[config.mk]
export PLATFORM = sky130hd
export DESIGN_NAME = eflags_cond_unit
export DESIGN_NICKNAME = d
export VERILOG_FILES = /design/src/rtl/eflags_cond_unit_pkg.sv /design/src/rtl/eflags_cond_unit_cond_eval.sv /design/src/rtl/eflags_cond_unit.sv
export SDC_FILE = /design/constraint.sdc
export NUM_CORES = 1
export LEC_CHECK = 0
export ABC_AREA = 0
export CAP_MARGIN = 5
export CORE_UTILIZATION = 36
export CTS_CLUSTER_DIAMETER = 150
export DETAILED_ROUTE_END_ITERATION = 8
export GPL_TIMING_DRIVEN = 0
export PLACE_DENSITY = 0.74
export SETUP_SLACK_MARGIN = 0.02
export SYNTH_ARGS = -nofsm -noshare
export SYNTH_HDL_FRONTEND = slang
export SYNTH_SLANG_ARGS = --single-unit
[constraint.sdc]
create_clock -name clk -period 2.9 [get_ports clk]
set_input_delay 0.58 -clock clk [delete_from_list [all_inputs] [get_ports clk]]
set_output_delay 0.58 -clock clk [all_outputs]
set_load 0.02 [all_outputs]
[src/rtl/eflags_cond_unit_pkg.sv]
// Shared types and constants for the flags/condition unit.
// Contents:
//   REG_W / reg_t   : architectural flags register width and type
//   cc_t            : x86 condition-code encoding (CC_O .. CC_G)
//   EFLAGS_RESET    : RFLAGS reset value (reserved bit 1 set)
//   EFLAGS_RSVD1    : mask of the always-one reserved bit
// The `EFLAGS_* bit-position macros normally come from the common params;
// they are provided here only when not already defined.

`ifndef EFLAGS_CF
`define EFLAGS_CF 0
`endif
`ifndef EFLAGS_PF
`define EFLAGS_PF 2
`endif
`ifndef EFLAGS_AF
`define EFLAGS_AF 4
`endif
`ifndef EFLAGS_ZF
`define EFLAGS_ZF 6
`endif
`ifndef EFLAGS_SF
`define EFLAGS_SF 7
`endif
`ifndef EFLAGS_OF
`define EFLAGS_OF 11
`endif

package eflags_cond_unit_pkg;

  localparam int unsigned REG_W = 64;

  typedef logic [REG_W-1:0] reg_t;

  // x86 Jcc/SETcc/CMOVcc low nibble; odd codes are the negated form.
  typedef enum logic [3:0] {
    CC_O  = 4'h0,
    CC_NO = 4'h1,
    CC_B  = 4'h2,
    CC_NB = 4'h3,
    CC_E  = 4'h4,
    CC_NE = 4'h5,
    CC_BE = 4'h6,
    CC_A  = 4'h7,
    CC_S  = 4'h8,
    CC_NS = 4'h9,
    CC_P  = 4'hA,
    CC_NP = 4'hB,
    CC_L  = 4'hC,
    CC_GE = 4'hD,
    CC_LE = 4'hE,
    CC_G  = 4'hF
  } cc_t;

  localparam reg_t EFLAGS_RESET = 64'h2;
  localparam reg_t EFLAGS_RSVD1 = 64'h2;

endpackage

[src/rtl/eflags_cond_unit_cond_eval.sv]
// cond_eval: combinational x86 condition-code evaluator.
// Shared with the CMOV path, so it stays free of any state.
// Ports:
//   cc    in  cc_t   condition code to evaluate
//   flags in  reg_t  flags value the condition is tested against
//   taken out 1      condition is true
// Uses the `EFLAGS_* bit-position macros for flag extraction.

module cond_eval
  import eflags_cond_unit_pkg::*;
(
  input  cc_t  cc,
  input  reg_t flags,
  output logic taken
);

  logic cf;
  logic pf;
  logic zf;
  logic sf;
  logic of;
  logic lt;
  logic unused_flags;

  assign cf = flags[`EFLAGS_CF];
  assign pf = flags[`EFLAGS_PF];
  assign zf = flags[`EFLAGS_ZF];
  assign sf = flags[`EFLAGS_SF];
  assign of = flags[`EFLAGS_OF];

  // Signed less-than term shared by L/GE/LE/G.
  assign lt = sf ^ of;

  // Only a handful of bits are architecturally tested here.
  assign unused_flags = ^flags;

  always_comb begin
    taken = 1'b0;
    case (cc)
      CC_O:    taken = of;
      CC_NO:   taken = ~of;
      CC_B:    taken = cf;
      CC_NB:   taken = ~cf;
      CC_E:    taken = zf;
      CC_NE:   taken = ~zf;
      CC_BE:   taken = cf | zf;
      CC_A:    taken = ~(cf | zf);
      CC_S:    taken = sf;
      CC_NS:   taken = ~sf;
      CC_P:    taken = pf;
      CC_NP:   taken = ~pf;
      CC_L:    taken = lt;
      CC_GE:   taken = ~lt;
      CC_LE:   taken = zf | lt;
      CC_G:    taken = ~(zf | lt);
      default: taken = 1'b0;
    endcase
  end

endmodule

[src/rtl/eflags_cond_unit.sv]
// eflags_cond_unit: owns architectural RFLAGS, tracks in-flight flag
// writers and resolves Jcc/SETcc/CMOVcc condition requests over a
// valid/ready handshake with a one-cycle response latency.
// Ports:
//   clk, rst                 clock, synchronous active-high reset
//   flush                    clears pending count, drops held response
//   eflags_update/eflags_in  ALU flag write
//   pend_inc                 issue dispatched a flag writer this cycle
//   eflags_as_src            current flags back to the ALU
//   cond_valid/ready/code/tag  condition request channel
//   res_valid/ready/taken/tag  condition response channel
//   pend_err                 sticky pending-counter overflow
// Optional feature: define EFLAGS_BYPASS_EN for same-cycle forwarding of
// the ALU flag write to eflags_as_src and to condition evaluation.

module eflags_cond_unit
  import eflags_cond_unit_pkg::*;
#(
  parameter int unsigned TAG_W  = 4,
  parameter int unsigned PEND_W = 3
) (
  input  logic             clk,
  input  logic             rst,
  input  logic             flush,
  input  logic             eflags_update,
  input  reg_t             eflags_in,
  input  logic             pend_inc,
  output reg_t             eflags_as_src,
  input  logic             cond_valid,
  output logic             cond_ready,
  input  logic [3:0]       cond_code,
  input  logic [TAG_W-1:0] cond_tag,
  output logic             res_valid,
  input  logic             res_ready,
  output logic             res_taken,
  output logic [TAG_W-1:0] res_tag,
  output logic             pend_err
);

  localparam logic [PEND_W-1:0] PEND_MAX  = {PEND_W{1'b1}};
  localparam logic [PEND_W-1:0] PEND_ZERO = '0;
  localparam logic [PEND_W-1:0] PEND_ONE  = PEND_W'(1);

  reg_t              flags_q;
  reg_t              flags_d;
  logic [PEND_W-1:0] pend_cnt_q;
  logic [PEND_W-1:0] pend_cnt_d;
  logic              pend_err_q;
  logic              pend_err_d;
  logic              res_valid_q;
  logic              res_valid_d;
  logic              res_taken_q;
  logic              res_taken_d;
  logic [TAG_W-1:0]  res_tag_q;
  logic [TAG_W-1:0]  res_tag_d;

  reg_t              eval_flags;
  logic              flags_clear;
  logic              accept;
  logic              eval_taken;

  // Architectural flags write; reserved bit 1 always reads as one.
  always_comb begin
    flags_d = flags_q;
    if (eflags_update) begin
      flags_d = eflags_in | EFLAGS_RSVD1;
    end
  end

  // In-flight flag-writer tracking; saturates at both ends.
  always_comb begin
    pend_cnt_d = pend_cnt_q;
    pend_err_d = pend_err_q;
    if (flush) begin
      pend_cnt_d = PEND_ZERO;
    end else if (pend_inc && !eflags_update) begin
      if (pend_cnt_q == PEND_MAX) begin
        pend_err_d = 1'b1;
      end else begin
        pend_cnt_d = pend_cnt_q + PEND_ONE;
      end
    end else if (eflags_update && !pend_inc) begin
      if (pend_cnt_q != PEND_ZERO) begin
        pend_cnt_d = pend_cnt_q - PEND_ONE;
      end
    end
  end

`ifdef EFLAGS_BYPASS_EN
  // The last outstanding writer retiring this cycle is forwarded directly.
  assign eval_flags    = eflags_update ? (eflags_in | EFLAGS_RSVD1) : flags_q;
  assign eflags_as_src = eval_flags;
  assign flags_clear   = (pend_cnt_q == PEND_ZERO) ||
                         ((pend_cnt_q == PEND_ONE) && eflags_update && !pend_inc);
`else
  assign eval_flags    = flags_q;
  assign eflags_as_src = flags_q;
  assign flags_clear   = (pend_cnt_q == PEND_ZERO);
`endif

  // Accept only with settled flags and room in the single response slot.
  assign cond_ready = flags_clear && (!res_valid_q || res_ready) && !flush;
  assign accept     = cond_valid && cond_ready;

  cond_eval u_cond_eval (
    .cc    (cc_t'(cond_code)),
    .flags (eval_flags),
    .taken (eval_taken)
  );

  // Single-entry response slot; a new accept may refill it as it drains.
  always_comb begin
    res_valid_d = res_valid_q;
    res_taken_d = res_taken_q;
    res_tag_d   = res_tag_q;
    if (flush) begin
      res_valid_d = 1'b0;
    end else if (accept) begin
      res_valid_d = 1'b1;
      res_taken_d = eval_taken;
      res_tag_d   = cond_tag;
    end else if (res_valid_q && res_ready) begin
      res_valid_d = 1'b0;
    end
  end

  always_ff @(posedge clk) begin
    if (rst) begin
      flags_q     <= EFLAGS_RESET;
      pend_cnt_q  <= PEND_ZERO;
      pend_err_q  <= 1'b0;
      res_valid_q <= 1'b0;
      res_taken_q <= 1'b0;
      res_tag_q   <= '0;
    end else begin
      flags_q     <= flags_d;
      pend_cnt_q  <= pend_cnt_d;
      pend_err_q  <= pend_err_d;
      res_valid_q <= res_valid_d;
      res_taken_q <= res_taken_d;
      res_tag_q   <= res_tag_d;
    end
  end

  assign res_valid = res_valid_q;
  assign res_taken = res_taken_q;
  assign res_tag   = res_tag_q;
  assign pend_err  = pend_err_q;

endmodule
== Word-level counts from Yosys, hierarchy flattened ==
Index checks and enable logic that the tools add are counted.

* Bits of input ports: 79
* Bits in registers: 73
* Logic and storage cells: 65
* Output and inout bits: 72

* Multiplexer cells: 7
* Add/subtract/negate cells: 2
* Equality and inequality tests: 17
* Reduce and logical (&&, ||, !) cells: 21
* Bitwise gates (word level): 12

{| class="wikitable"
|+ Operator list
! operator !! number
|-
| 4-bit == test (second input constant) || 8
|-
| 4-bit by 3-bit == test with 1-bit output (second input constant) || 4
|-
| 1-bit case mux with 16 select lines || 1
|-
| 3-bit 2-to-1 mux || 4
|-
| 1-bit inverter || 9
|-
| 4-bit by 2-bit == test with 1-bit output (second input constant) || 2
|-
| 1-bit logical AND || 6
|-
| 3-bit AND reduction || 2
|-
| 2-bit nonzero test || 3
|-
| 4-bit by 1-bit == test with 1-bit output (second input constant) || 1
|-
| 1-bit logical NOT || 4
|-
| 4-bit logical NOT || 1
|-
| 3-bit by 1-bit adder with 3-bit output (second input constant) || 1
|-
| 3-bit == test (second input constant) || 1
|-
| 3-bit logical NOT || 1
|-
| 3-bit nonzero test || 1
|-
| 3-bit by 1-bit subtractor with 3-bit output (second input constant) || 1
|-
| 1-bit 2-to-1 mux || 2
|-
| 2-bit != test (second input constant) || 1
|-
| 1-bit bitwise OR || 2
|-
| 2-bit AND reduction || 1
|-
| 2-bit OR reduction || 1
|-
| 1-bit logical OR || 1
|-
| 1-bit bitwise XOR || 1
|}

== Longest topological paths before layout ==
Gate-level depths: netlist of run 1.

* Depth after elaboration: 6
* Mapped depth: 10
* Gate-level depth less buffers: 8

== By module ==
A second synthesis of run 1 with hierarchy kept.

* Cells, all modules: 294
* Area total of the unflattened synthesis: 3011.6 µm²

{| class="wikitable"
|+ By module, submodules not included
! module !! seq. area each (µm²) !! area each (µm²) !! cells each !! times used
|-
| eflags_cond_unit || 1461.4 || 2841.5 || 271 || 1
|-
| cond_eval || 0.0 || 170.2 || 23 || 1
|}

== Worst setup path after synthesis of run 1 ==
OpenSTA, ideal clock, no wires.

* Path type: input-to-reg
* From: input eflags_update
* To: register pend_cnt_q[2]
* Setup time: 128 ps
* Arrival time: 2281 ps
* Data required time: 2772 ps
* Stages on the path: 10
* Setup slack: 490 ps
* Path buffers: 2
* Path through: clkbuf_1 buf_2 inv_1 ha_1 inv_1 fa_1 xor2_1 nor4_1 xnor2_1 nor3_1

* Longest elaborated chain between the ends: 4
* Elaborated cells on any way between the ends: 8
* Classes of those cells: eq/ne: 1; mux: 1; reduce/logical: 6

{| class="wikitable"
|+ Ends and longest elaborated chain
! element !! line !! source
|-
| from (decl) || eflags_cond_unit.sv:25 || <nowiki>input logic eflags_update,</nowiki>
|-
| 1-bit logical NOT || eflags_cond_unit.sv:76 || <nowiki>end else if (pend_inc && !eflags_update) begin</nowiki>
|-
| 1-bit logical AND || eflags_cond_unit.sv:76 ||
|-
| 2-bit != test (no source line) or 2-bit nonzero test (tied branches) || - ||
|-
| 3-bit AND reduction (no source line) || - ||
|-
| to (signal assigned) || eflags_cond_unit.sv:137 || <nowiki>pend_cnt_q <= pend_cnt_d;</nowiki>
|-
| to (decl) || eflags_cond_unit.sv:46 || <nowiki>logic [PEND_W-1:0] pend_cnt_q;</nowiki>
|}

Parallel ways exist; a longest one is shown, timed or not.
A chain may end at the register's enable or synchronous reset.

== Final worst setup path of run 1 ==
* From: input res_ready
* To: output cond_ready

* Longest elaborated chain between the ends: 3

{| class="wikitable"
|+ Ends and longest elaborated chain
! element !! line !! source
|-
| from (decl) || eflags_cond_unit.sv:34 || <nowiki>input logic res_ready,</nowiki>
|-
| 1-bit logical OR || eflags_cond_unit.sv:102 || <nowiki>assign cond_ready = flags_clear && (!res_valid_q || res_ready) && !flush;</nowiki>
|-
| 1-bit logical AND (2 in a row) || eflags_cond_unit.sv:102 ||
|-
| to (decl) || eflags_cond_unit.sv:30 || <nowiki>output logic cond_ready,</nowiki>
|}

No other way between the ends.

==> summary.txt, run 1 <==
status: complete, no violations
top-count cell post-synth: dfxtp_1
layout cells sized above 1: 5.13%
setup TNS: 0 ns
Avg WL per Cell: 12.4 µm
num ports: 151
Clock Power Share: 29.0%
WL met3: 522 µm
GRT Total Usage: 16.3%
Yosys cell types: 33
Max Fanout on Critical Path: 5
CP Buf/Inv Count: 2
H-tree Lvls: 3
maximum vdd drop: 285 µV
Max Fclk: 389 MHz
slew margin rel.: 57.5%
overall die area: 8040 µm²
Leak: 1.91 nW
DP Area: 4360 µm²
Seq pwr share: 50.1%
critical path required time: 2.32 ns
hpwl dp: 4860 µm
# setup viols final: 0
Slew Limit Fails: 0
critical path arrival: 1.99 ns
Final min period: 2.57 ns
Post-CTS Setup Inserts: 0
port bufs: 147
Area contributors post-synth: dfxtp_1 53%, mux2i_1 25%, nor2_1 9.4%
CTS Sinks: 73
fillers: 645
sequential element share of the synthesized area: 52.8%
Hold Buf Count CTS: 0
EDFF count, synth: 0
Mapped Cells: 268
final hold viol count: 0
synthesized area: 2770 µm²
Synth warnings: 0
FF-to-FF setup slack: 1.29 ns
synth-to-layout area growth: 63.0%
Max-cap violations: 0
Synth Area per Inst: 10.3 µm²
Synth top cells by count: 73 x dfxtp_1, 69 x nor2_1, 68 x mux2i_1
largest net degree at the start of global routing: 12
max layer used: met4
Worst path most repeated cell: clkdlybuf4s50_1
final instance area: 4510 µm²
final antenna-violating net count: 0
Row Count: 31
Initial Util: 37.8%
ys async rst share: 0%
P_int: 0.00161 W
total CTS buffers: 9
first-pass iteration count of the detailed router: 5
CTS tree: done
CP max stage delay: 0.61 ns
Mapped Nets: 349
Psw: 0.000570 W
Worst setup EP type: output pin
core area: 7330 µm²
first-pass GRT wire length: 10100 µm
latest clock arrival within the worst-skew pair: 0.32 ns
clock skew: 0.00322 ns
Synth area leader: dfxtp_1
WL met1: 2820 µm
Net Sw Frac: 26.1%
Die X: 89.7 µm
Power per Cell Area: 484 nW/µm²
final WL: 6540 µm
met2 wire length: 3130 µm
worst min path class: flip-flop to flip-flop
Clock Tree Buf Depth: 2
Worst path slowest cell: clkdlybuf4s50_1
Die H: 89.7 µm
clock slew at reported path FFs: 0.07 ns
# diodes: 0
Root Buffer: clkbuf_8
via count: 2391
period utilization: 88.6%
most used flip-flop cell after synthesis: dfxtp_1
starting DRC count in detailed routing: 60
CP Class: input pin to output pin
CP Cell Sequence: clkdlybuf4s50_1 -> nand2b_1 -> and3_1 -> clkdlybuf4s50_1
Comb pwr share: 20.8%
Nets: 507
vias in the first global route: 2351
global route total overflow: 0
Residual DRC: 0
final RePlAce weighted congestion: 0.752
area fraction of the dominant cell type after synthesis: 52.8%
unrepaired setup endpoints after global routing: false
routed vias/inst: 4.53
CP top delay family: buffers and inverters
FF+latch count, synth: 73
Worst-Margin Slew: 0.638 ns
initial antenna violation count: 0
CP Launch Type: input pin
post_cts resized: 0
## metrics by stage
stage               cells  hold slack [ns]  total power (W)  util, %  worst slack [ns]
floorplan             268            0.550          0.00133        -             0.490
global placement      514            0.449          0.00157     59.5             0.139
detailed placement    514            0.463          0.00157     59.5            0.0895
CTS                   528            0.480          0.00222     61.5             0.334
global route          528            0.490          0.00230     61.5             0.254
finish                528            0.472          0.00218     61.5             0.332
## registers in the layout (all words and copies together) (netlist names)
register and count:
pend_err 1, eflags_as_src 63, res_valid 1, pend_cnt_q 3
res_tag 4, res_taken 1
## power groups by stage
| stage | Sequential, W | Combinational (W) | Clock (W) |
|---|---|---|---|
| 6_report | 0.00109 | 0.000455 | 0.000634 |
| 4_1_cts | 0.00109 | 0.000461 | 0.000668 |
| 3_5_place_dp | 0.00112 | 0.000459 | 0 |
| 2_1_floorplan | 0.00118 | 0.000144 | 0 |
| 5_1_grt | 0.00110 | 0.000492 | 0.000705 |
| 3_3_place_gp | 0.00111 | 0.000455 | 0 |
## layer usage
metal / GRT usage [%] / vias up
met2: 27.5 / 81
met1: 19.3 / 1090
li1: - / 1213
met5: 0 / -
met3: 5.21 / 7
met4: 6.49 / 0
## layout by cell type, fill, tap and decap left out, types with 3 or more instances in the layout
| master | count |
|---|---|
| dfxtp_1 | 73 |
| clkdlybuf4s50_1 | 147 |
| clkbuf_1 | 8 |
| nor2_1 | 69 |
| nor2b_1 | 5 |
| clkbuf_8 | 9 |
| clkinv_2 | 5 |
| mux2i_1 | 68 |
| nor3_1 | 4 |
| buf_2 | 6 |
| inv_1 | 3 |
## cells by family after synthesis
| group | synth area share (%) |
|---|---|
| AOI/OAI and AO/OA | 1.81 |
| muxes | 24.6 |
| DFF | 52.8 |
| and+or+nand+nor | 15.6 |
| adders and majority gates | 1.18 |
| other | 0.135 |
| buffers and inverters | 2.98 |
| xor gates and xnor gates | 0.950 |
## worst min-delay path, cell delays in order, from the launching register on
cell and delay (ns):
dfxtp_1 0.33, a21oi_1 0.04, nor2_1 0.07
## final cells by class
cell class              count  area [µm²]  area share [%]
repair buffers            147        1470            32.6
flip-flops and latches     73        1460            32.4
multi-input cells         176        1220            27.1
clock buffers               9         124            2.75
well taps                  99         124            2.75
plain buffers              16        71.3            1.58
clock inverters             5        25.0           0.555
inverters                   3        11.3           0.250
## worst paths after layout
path | from | endpoint | cells after the start
setup / recovery | res_ready | cond_ready | 4
hold / removal | pend_err | pend_err | 2
setup reg to reg | pend_cnt_q[0] | res_taken | 4
hold reg to reg | pend_err | pend_err | 2
No activity file was read; power rests on OpenSTA's default activity.
==> inputs of run 2 (changes only) <==
--- a/config.mk
+++ b/config.mk
@@ -12,7 +12,6 @@
 export DETAILED_ROUTE_END_ITERATION = 8
 export GPL_TIMING_DRIVEN = 0
 export PLACE_DENSITY = 0.74
-export SETUP_SLACK_MARGIN = 0.02
 export SYNTH_ARGS = -nofsm -noshare
 export SYNTH_HDL_FRONTEND = slang
 export SYNTH_SLANG_ARGS = --single-unit
==> results of run 2 <==
The final DEF is identical to that of run 1; final timing and power are the same.
==> inputs of run 3 (changes only) <==
--- a/config.mk
+++ b/config.mk
@@ -9,6 +9,7 @@
 export CAP_MARGIN = 5
 export CORE_UTILIZATION = 36
 export CTS_CLUSTER_DIAMETER = 150
+export CTS_CLUSTER_SIZE = 20
 export DETAILED_ROUTE_END_ITERATION = 8
 export GPL_TIMING_DRIVEN = 0
 export PLACE_DENSITY = 0.74
==> results of run 3 <==
The final DEF is identical to that of run 1; final timing and power are the same.
